**config.mk**
```make
export PLATFORM = sky130hd
export DESIGN_NAME = alu_muldiv
export DESIGN_NICKNAME = d
export VERILOG_FILES = /design/src/rtl/alu_muldiv.sv
export SDC_FILE = /design/constraint.sdc
export NUM_CORES = 1
export LEC_CHECK = 0
export ABC_AREA = 0
export CAP_MARGIN = 20
export CORE_ASPECT_RATIO = 0.6
export CORE_MARGIN = 2
export CORE_UTILIZATION = 45
export CTS_CLUSTER_SIZE = 8
export DETAILED_ROUTE_END_ITERATION = 8
export HOLD_SLACK_MARGIN = 0.15
export PLACE_DENSITY = 0.64
export SLEW_MARGIN = 20
export SYNTH_ARGS = -nofsm -noshare
export SYNTH_HDL_FRONTEND = slang
export SYNTH_SLANG_ARGS = --single-unit
```
**constraint.sdc**
```tcl
create_clock -name clk -period 7.5 [get_ports clk]
set_clock_uncertainty 0.15 [all_clocks]
set_input_delay 1.125 -clock clk [delete_from_list [all_inputs] [get_ports clk]]
set_output_delay 1.125 -clock clk [all_outputs]
set_load 0.05 [all_outputs]
```
**src/rtl/alu_muldiv.sv**
```systemverilog
// Single-issue integer ALU with an iterative multiply/divide unit.
// Simple ops complete in one cycle; MUL*/DIV*/REM* take XLEN+1 cycles.
module alu_muldiv #(
  parameter int unsigned XLEN  = 32,
  parameter int unsigned ROB_W = 4,
  parameter int unsigned OP_W  = 5
) (
  input  logic             clk,
  input  logic             rst,
  input  logic             rdy,
  input  logic             flush,
  input  logic             rs_ready,
  input  logic [OP_W-1:0]  rs_op,
  input  logic [XLEN-1:0]  rs_val1,
  input  logic [XLEN-1:0]  rs_val2,
  input  logic [ROB_W-1:0] rs_id,
  output logic             alu_idle,
  output logic             alu_ready,
  output logic [XLEN-1:0]  alu_res,
  output logic [ROB_W-1:0] alu_id
);

  localparam int unsigned     ShW     = $clog2(XLEN);
  localparam int unsigned     CntW    = ShW + 1;
  localparam logic [CntW-1:0] CntLast = CntW'(XLEN - 1);
  localparam logic [XLEN-1:0] MinNeg  = {1'b1, {(XLEN-1){1'b0}}};

  localparam logic [OP_W-1:0] OpAdd    = OP_W'(0);
  localparam logic [OP_W-1:0] OpSub    = OP_W'(1);
  localparam logic [OP_W-1:0] OpAnd    = OP_W'(2);
  localparam logic [OP_W-1:0] OpOr     = OP_W'(3);
  localparam logic [OP_W-1:0] OpXor    = OP_W'(4);
  localparam logic [OP_W-1:0] OpShl    = OP_W'(5);
  localparam logic [OP_W-1:0] OpShr    = OP_W'(6);
  localparam logic [OP_W-1:0] OpShra   = OP_W'(7);
  localparam logic [OP_W-1:0] OpEq     = OP_W'(8);
  localparam logic [OP_W-1:0] OpNeq    = OP_W'(9);
  localparam logic [OP_W-1:0] OpLt     = OP_W'(10);
  localparam logic [OP_W-1:0] OpLtu    = OP_W'(11);
  localparam logic [OP_W-1:0] OpGe     = OP_W'(12);
  localparam logic [OP_W-1:0] OpGeu    = OP_W'(13);
  localparam logic [OP_W-1:0] OpMul    = OP_W'(16);
  localparam logic [OP_W-1:0] OpMulh   = OP_W'(17);
  localparam logic [OP_W-1:0] OpMulhsu = OP_W'(18);
  localparam logic [OP_W-1:0] OpMulhu  = OP_W'(19);
  localparam logic [OP_W-1:0] OpDiv    = OP_W'(20);
  localparam logic [OP_W-1:0] OpDivu   = OP_W'(21);
  localparam logic [OP_W-1:0] OpRem    = OP_W'(22);
  localparam logic [OP_W-1:0] OpRemu   = OP_W'(23);

  typedef enum logic [1:0] {StIdle, StMul, StDiv} state_e;

  state_e            r_state, w_state_d;
  logic [CntW-1:0]   r_cnt, w_cnt_d;
  logic              r_ready, w_ready_d;
  logic [XLEN-1:0]   r_res, w_res_d;
  logic [ROB_W-1:0]  r_res_id, w_res_id_d;

  // Operation context captured at acceptance
  logic [OP_W-1:0]   r_op;
  logic [ROB_W-1:0]  r_id;
  logic              r_neg_q;
  logic              r_neg_r;
  logic [XLEN-1:0]   r_acc;
  logic [XLEN-1:0]   r_lo;
  logic [XLEN-1:0]   r_opnd;

  logic              w_is_mul, w_is_div, w_signed1, w_signed2, w_sign1, w_sign2;
  logic              w_div_zero, w_div_ovf, w_go_mul, w_go_div, w_accept;
  logic [XLEN-1:0]   w_mag1, w_mag2, w_alu_res, w_mc_res;
  logic [ShW-1:0]    w_shamt;
  logic [XLEN:0]     w_mul_sum, w_div_shift, w_div_diff;
  logic [2*XLEN-1:0] w_mul_prod, w_prod_fix;
  logic [XLEN-1:0]   w_div_rem, w_div_quo, w_quo_fix, w_rem_fix;
  logic              w_div_ok;

  assign alu_idle  = (r_state == StIdle);
  assign alu_ready = r_ready;
  assign alu_res   = r_res;
  assign alu_id    = r_res_id;

  assign w_is_mul   = (rs_op == OpMul) || (rs_op == OpMulh) || (rs_op == OpMulhsu) ||
                      (rs_op == OpMulhu);
  assign w_is_div   = (rs_op == OpDiv) || (rs_op == OpDivu) || (rs_op == OpRem) ||
                      (rs_op == OpRemu);
  assign w_signed1  = (rs_op == OpMul) || (rs_op == OpMulh) || (rs_op == OpMulhsu) ||
                      (rs_op == OpDiv) || (rs_op == OpRem);
  assign w_signed2  = (rs_op == OpMul) || (rs_op == OpMulh) || (rs_op == OpDiv) ||
                      (rs_op == OpRem);
  assign w_sign1    = w_signed1 & rs_val1[XLEN-1];
  assign w_sign2    = w_signed2 & rs_val2[XLEN-1];
  assign w_mag1     = w_sign1 ? -rs_val1 : rs_val1;
  assign w_mag2     = w_sign2 ? -rs_val2 : rs_val2;
  assign w_div_zero = (rs_val2 == '0);
  assign w_div_ovf  = ((rs_op == OpDiv) || (rs_op == OpRem)) && (rs_val1 == MinNeg) &&
                      (rs_val2 == '1);
  assign w_go_mul   = w_is_mul;
  assign w_go_div   = w_is_div && !w_div_zero && !w_div_ovf;
  assign w_accept   = rs_ready && alu_idle && !flush;
  assign w_shamt    = rs_val2[ShW-1:0];

  // Single-cycle results, including the divide corner cases that bypass the iterator
  always_comb begin
    w_alu_res = '0;
    case (rs_op)
      OpAdd:           w_alu_res = rs_val1 + rs_val2;
      OpSub:           w_alu_res = rs_val1 - rs_val2;
      OpAnd:           w_alu_res = rs_val1 & rs_val2;
      OpOr:            w_alu_res = rs_val1 | rs_val2;
      OpXor:           w_alu_res = rs_val1 ^ rs_val2;
      OpShl:           w_alu_res = rs_val1 << w_shamt;
      OpShr:           w_alu_res = rs_val1 >> w_shamt;
      OpShra:          w_alu_res = $unsigned($signed(rs_val1) >>> w_shamt);
      OpEq:            w_alu_res = XLEN'(rs_val1 == rs_val2);
      OpNeq:           w_alu_res = XLEN'(rs_val1 != rs_val2);
      OpLt:            w_alu_res = XLEN'($signed(rs_val1) < $signed(rs_val2));
      OpLtu:           w_alu_res = XLEN'(rs_val1 < rs_val2);
      OpGe:            w_alu_res = XLEN'($signed(rs_val1) >= $signed(rs_val2));
      OpGeu:           w_alu_res = XLEN'(rs_val1 >= rs_val2);
      OpDiv, OpDivu:   w_alu_res = w_div_zero ? '1 : rs_val1;
      OpRem, OpRemu:   w_alu_res = w_div_zero ? rs_val1 : '0;
      default:         w_alu_res = '0;
    endcase
  end

  // One shift-add / restore-subtract step; r_acc is the high half / partial remainder
  assign w_mul_sum   = {1'b0, r_acc} + (r_lo[0] ? {1'b0, r_opnd} : '0);
  assign w_mul_prod  = {w_mul_sum, r_lo[XLEN-1:1]};
  assign w_prod_fix  = r_neg_q ? -w_mul_prod : w_mul_prod;
  assign w_div_shift = {r_acc, r_lo[XLEN-1]};
  assign w_div_diff  = w_div_shift - {1'b0, r_opnd};
  assign w_div_ok    = !w_div_diff[XLEN];
  assign w_div_rem   = w_div_ok ? w_div_diff[XLEN-1:0] : w_div_shift[XLEN-1:0];
  assign w_div_quo   = {r_lo[XLEN-2:0], w_div_ok};
  assign w_quo_fix   = r_neg_q ? -w_div_quo : w_div_quo;
  assign w_rem_fix   = r_neg_r ? -w_div_rem : w_div_rem;

  always_comb begin
    w_mc_res = '0;
    if (r_state == StMul) begin
      w_mc_res = (r_op == OpMul) ? w_prod_fix[XLEN-1:0] : w_prod_fix[2*XLEN-1:XLEN];
    end else if (r_state == StDiv) begin
      w_mc_res = ((r_op == OpDiv) || (r_op == OpDivu)) ? w_quo_fix : w_rem_fix;
    end
  end

  always_comb begin
    w_state_d  = r_state;
    w_cnt_d    = r_cnt;
    w_ready_d  = 1'b0;
    w_res_d    = r_res;
    w_res_id_d = r_res_id;
    if (flush) begin
      w_state_d = StIdle;
      w_cnt_d   = '0;
    end else begin
      case (r_state)
        StIdle: begin
          if (rs_ready) begin
            if (w_go_mul) begin
              w_state_d = StMul;
              w_cnt_d   = '0;
            end else if (w_go_div) begin
              w_state_d = StDiv;
              w_cnt_d   = '0;
            end else begin
              w_ready_d  = 1'b1;
              w_res_d    = w_alu_res;
              w_res_id_d = rs_id;
            end
          end
        end
        StMul, StDiv: begin
          if (r_cnt == CntLast) begin
            w_state_d  = StIdle;
            w_cnt_d    = '0;
            w_ready_d  = 1'b1;
            w_res_d    = w_mc_res;
            w_res_id_d = r_id;
          end else begin
            w_cnt_d = r_cnt + 1'b1;
          end
        end
        default: w_state_d = StIdle;
      endcase
    end
  end

  always_ff @(posedge clk) begin
    if (rst) begin
      r_state  <= StIdle;
      r_cnt    <= '0;
      r_ready  <= 1'b0;
      r_res    <= '0;
      r_res_id <= '0;
    end else if (rdy) begin
      r_state  <= w_state_d;
      r_cnt    <= w_cnt_d;
      r_ready  <= w_ready_d;
      r_res    <= w_res_d;
      r_res_id <= w_res_id_d;
    end
  end

  always_ff @(posedge clk) begin
    if (rdy && w_accept) begin
      r_op    <= rs_op;
      r_id    <= rs_id;
      r_neg_q <= w_sign1 ^ w_sign2;
      r_neg_r <= w_sign1;
      r_acc   <= '0;
      r_lo    <= w_go_mul ? w_mag2 : w_mag1;
      r_opnd  <= w_go_mul ? w_mag1 : w_mag2;
    end else if (rdy && !flush && (r_state == StMul)) begin
      {r_acc, r_lo} <= w_mul_prod;
    end else if (rdy && !flush && (r_state == StDiv)) begin
      r_acc <= w_div_rem;
      r_lo  <= w_div_quo;
    end
  end

endmodule

```
==> parameters.txt <==
Parameter                              Value

Power
  Static leakage power ... 11.2 nW
  Power, Total ... 3.24 mW
  Highest ir drop seen on vdd ... 0.158 mV
  PwrDens ... 113 nW/um^2

Detailed routing
  Vias per cell ... 7.06
  Detailed-route wire length per cell ... 30.6 um
  Count of unresolved DRC violations after routing ... 0
  Number of nets still failing antenna checks after routing ... 0
  Total iterations of the first detailed-routing run ... 8
  Total Wirelength ... 135,000 um
  Iteration-0 DRC count of the detailed router ... 6,132
  Vias ... 31,200

Timing
  Final cycle utilization of the critical path ... 95.7%
  Worst-case hold slack ... 0.323 ns
  Slew Viols, Final ... 0
  Number of hold-slack violations in the final timing report ... 0
  RSZ-0062 raised after global routing ... false
  Headroom to the max-slew limit ... 7.06%
  Transition time at the pin with the least slew margin ... 1.38 ns
  Minimum clock period ... 7.18 ns
  PnR worst setup slack ... 0.319 ns
  Number of setup violations in the final report ... 0
  Sum Neg Setup Slack ... 0 ns
  Highest attainable clock frequency ... 139 MHz

Placement
  Post-DP HPWL ... 109,000 um
  Area after detailed placement ... 28,000 um^2
  Placed Instances ... 4,392
  Worst setup slack before clock tree synthesis ... 0.681 ns
  Port buffer count ... 115
  Routability Congestion ... 1.12

Outcome
  Run status ... finished clean

Global routing
  Combined global-route utilization of all metal layers ... 43.3%
  Number of global-route vias before repair ... 26,500
  Initial antenna violation count ... 1
  Global route overflow ... 0
  Pin count of the biggest net entering global routing ... 84
  Wire length of the first global-routing pass ... 191,000 um

Critical path
  Maximum net fanout on the critical path ... 7
  Beginning of the worst register-to-register path ... r_lo[31]
  Category of the worst setup path launch point ... register
  Required time reported for the critical path endpoint ... 7.66 ns
  Setup crit end kind ... register
  Arrival time at the worst endpoint ... 7.34 ns
  Classification of the worst setup path ... register to register
  Worst setup path startpoint ... r_lo[31]

Die
  Number of primary I/O pins ... 116
  Area enclosed by the die boundary ... 60,200 um^2
  Core ar. ... 57,500 um^2
  Horizontal extent of the die ... 315 um
  Starting density of the core ... 45.5%
  Row Count ... 68
  Height of the chip ... 191 um

Clock tree
  Number of resized instances in the post-cts repair step ... 0
  Inserted Clock Buffers ... 17
  Clock slew at reported path FFs ... 0.08 ns
  H-Tree Level Count ... 4
  Maximum number of buffers from clock root to sink ... 2
  Post-CTS Hold Buffers ... 0
  Clock tree from TritonCTS ... built
  Number of buffers added for setup after CTS ... 0
  Clk_lat worst skew ... 0.47 ns
  Number of clock sinks ... 152
  Clock Root Buffer ... clkbuf_16

Synth
  Post-synthesis share of cell area spent on and, or, nand and nor gates ... 23.2%
  Async S/R FF share, synth ... 0%
  Post-Synthesis Cell Area ... 26,200 um^2
  Fraction of the mapped netlist area in compound gates ... 29.6%
  Area share of the largest cell type after synthesis ... 8.60%
  Fraction of synthesized area in multiplexers ... 9.32%
  Syn avg cell area ... 7.13 um^2
  Synthesized flop and latch total ... 152
  Xor and xnor fraction of the mapped netlist area ... 7.69%
  Area contributors post-synth ... edfxtp_1 8.6%, ha_1 8.2%, nand2_1 6.2%
  Number of cells produced by synthesis ... 3,671
  Largest family of logic cells by synthesized area ... compound AO/OA/AOI/OAI gates
  Yosys warning count ... 0
  Number of flops mapped to enable cells by yosys ... 75
  Syn Nets ... 3,925
  Cell type contributing the most total cell area after synthesis ... edfxtp_1
  Count of different cell masters after synthesis ... 108
  Arithmetic-cell share of the synthesized area counting full adders, half adders and majority gates ... 8.56%
  Part of the Yosys area used for sequential elements ... 14.5%
  Top flip-flop cell by instance count after synthesis ... dfxtp_1

Worst hold path
  Worst hold path type ... register to register
  Launch instance of the worst min-delay path ... alu_ready

Layout
  # nets final ... 3,895
  Commonest cells after routing, fill and taps aside ... 433 x nand2_1, 371 x nor2_1, 285 x a21oi_1, 266 x o21ai_0, 172 x ha_1
  Count of placed standard cells in the final layout, fillers left out ... 4,425
  Number of fill cells ... 5,875
  Leading cell type in the layout, fill and taps excluded ... nand2_1
  Fraction of layout cells with a size suffix above 1 ... 8.07%
  Finished Core Util ... 49.8%
  Cell area after layout ... 28,700 um^2
  Layout area overhead ... 9.48%

Run
  Max Cap Violations ... 0
-- critical path, stage by stage (launching register included) --
cell and delay, ns:
edfxtp_1 0.36, inv_1 0.05, ha_1 0.20, inv_1 0.07, fa_1 0.25, a21oi_1 0.12, or2_1 0.28, a31oi_1 0.84
nand3_1 0.24, a31o_2 0.33, or2_2 0.42, o21ai_0 0.33, ha_1 0.33, inv_1 0.15, or4_4 0.52, or3_1 0.35
nor3_2 0.12, a31oi_1 0.12, or4b_4 0.61, or4_1 0.53, o211a_1 0.14, o41ai_1 0.38, a211oi_1 0.12
-- logic make-up after synthesis --
| family | count (synthesis) |
|---|---|
| xor gates and xnor gates | 230 |
| buffers and inverters | 463 |
| AOI/OAI and AO/OA | 1178 |
| muxes | 184 |
| adders and majority gates | 177 |
| and+or+nand+nor | 1287 |
| DFF | 152 |
-- state kept, by name, indices dropped and copies added (netlist names) --
name,flops
alu_ready,1
r_id,4
r_state,2
r_cnt,6
r_acc,32
alu_id,4
r_lo,32
r_opnd,32
alu_res,32
r_op,5
r_neg_q,1
r_neg_r,1
-- cell type report --
class	count	area (um^2)	area share [%]
antenna	1	2.50	0.00873
clock buffer	17	425	1.48
clock inverter	15	179	0.624
inverter	174	653	2.28
multi-input combinational	3056	20600	71.8
sequential	152	3790	13.2
tap	770	963	3.36
timing repair buffer	240	2060	7.18
-- path summary, 6_finish.rpt --
| check | depth (start not counted) | slack, ns | endpoint |
|---|---|---|---|
| worst max-delay path | 22 | 0.32 | alu_res[30] |
| worst min-delay path | 2 | 0.32 | alu_ready |
| worst max register to register | 22 | 0.32 | alu_res[30] |
| worst min register to register | 2 | 0.32 | alu_ready |
-- power breakdown --
part / internal (mW) / switching, mW / leakage, nW / total, mW
registers: 0.905 / 0.0375 / 1.31 / 0.942
clock network: 0.451 / 0.482 / 0.287 / 0.933
logic: 0.443 / 0.926 / 9.61 / 1.37
-- layer usage --
metal / vias to the layer above / track usage (%) / wire, um
met5: - / 0 / 0
met4: 0 / 6.98 / 2490
met3: 165 / 22.9 / 27100
met2: 2718 / 49.1 / 45000
met1: 14900 / 68.1 / 60700
li1: 13500 / - / -
-- cells in the mapped netlist, types with 10 or more instances --
cell and count:
a2111oi_0 10, a211o_1 24, a211oi_1 65, a21o_1 40
a21oi_1 286, a221o_1 15, a221oi_1 31, a22o_1 27
a22oi_1 23, a311oi_1 17, a31oi_1 75, and2_1 27
and3_1 29, buf_1 30, buf_2 18, clkbuf_1 222
dfxtp_1 77, edfxtp_1 75, ha_1 172, inv_1 169
mux2i_1 128, mux4_2 47, nand2_1 434, nand2b_1 26
nand3_1 76, nand4_1 34, nor2_1 372, nor2b_1 23
nor3_1 76, nor4_1 35, o211ai_1 52, o21a_1 19
o21ai_0 268, o21bai_1 22, o221ai_1 23, o22ai_1 18
o311ai_0 11, o31a_1 13, o31ai_1 39, o41ai_1 16
or2_2 19, or3_1 40, or4_1 29, xnor2_1 151
xor2_1 79
No activity file was read; power rests on OpenSTA's default activity.
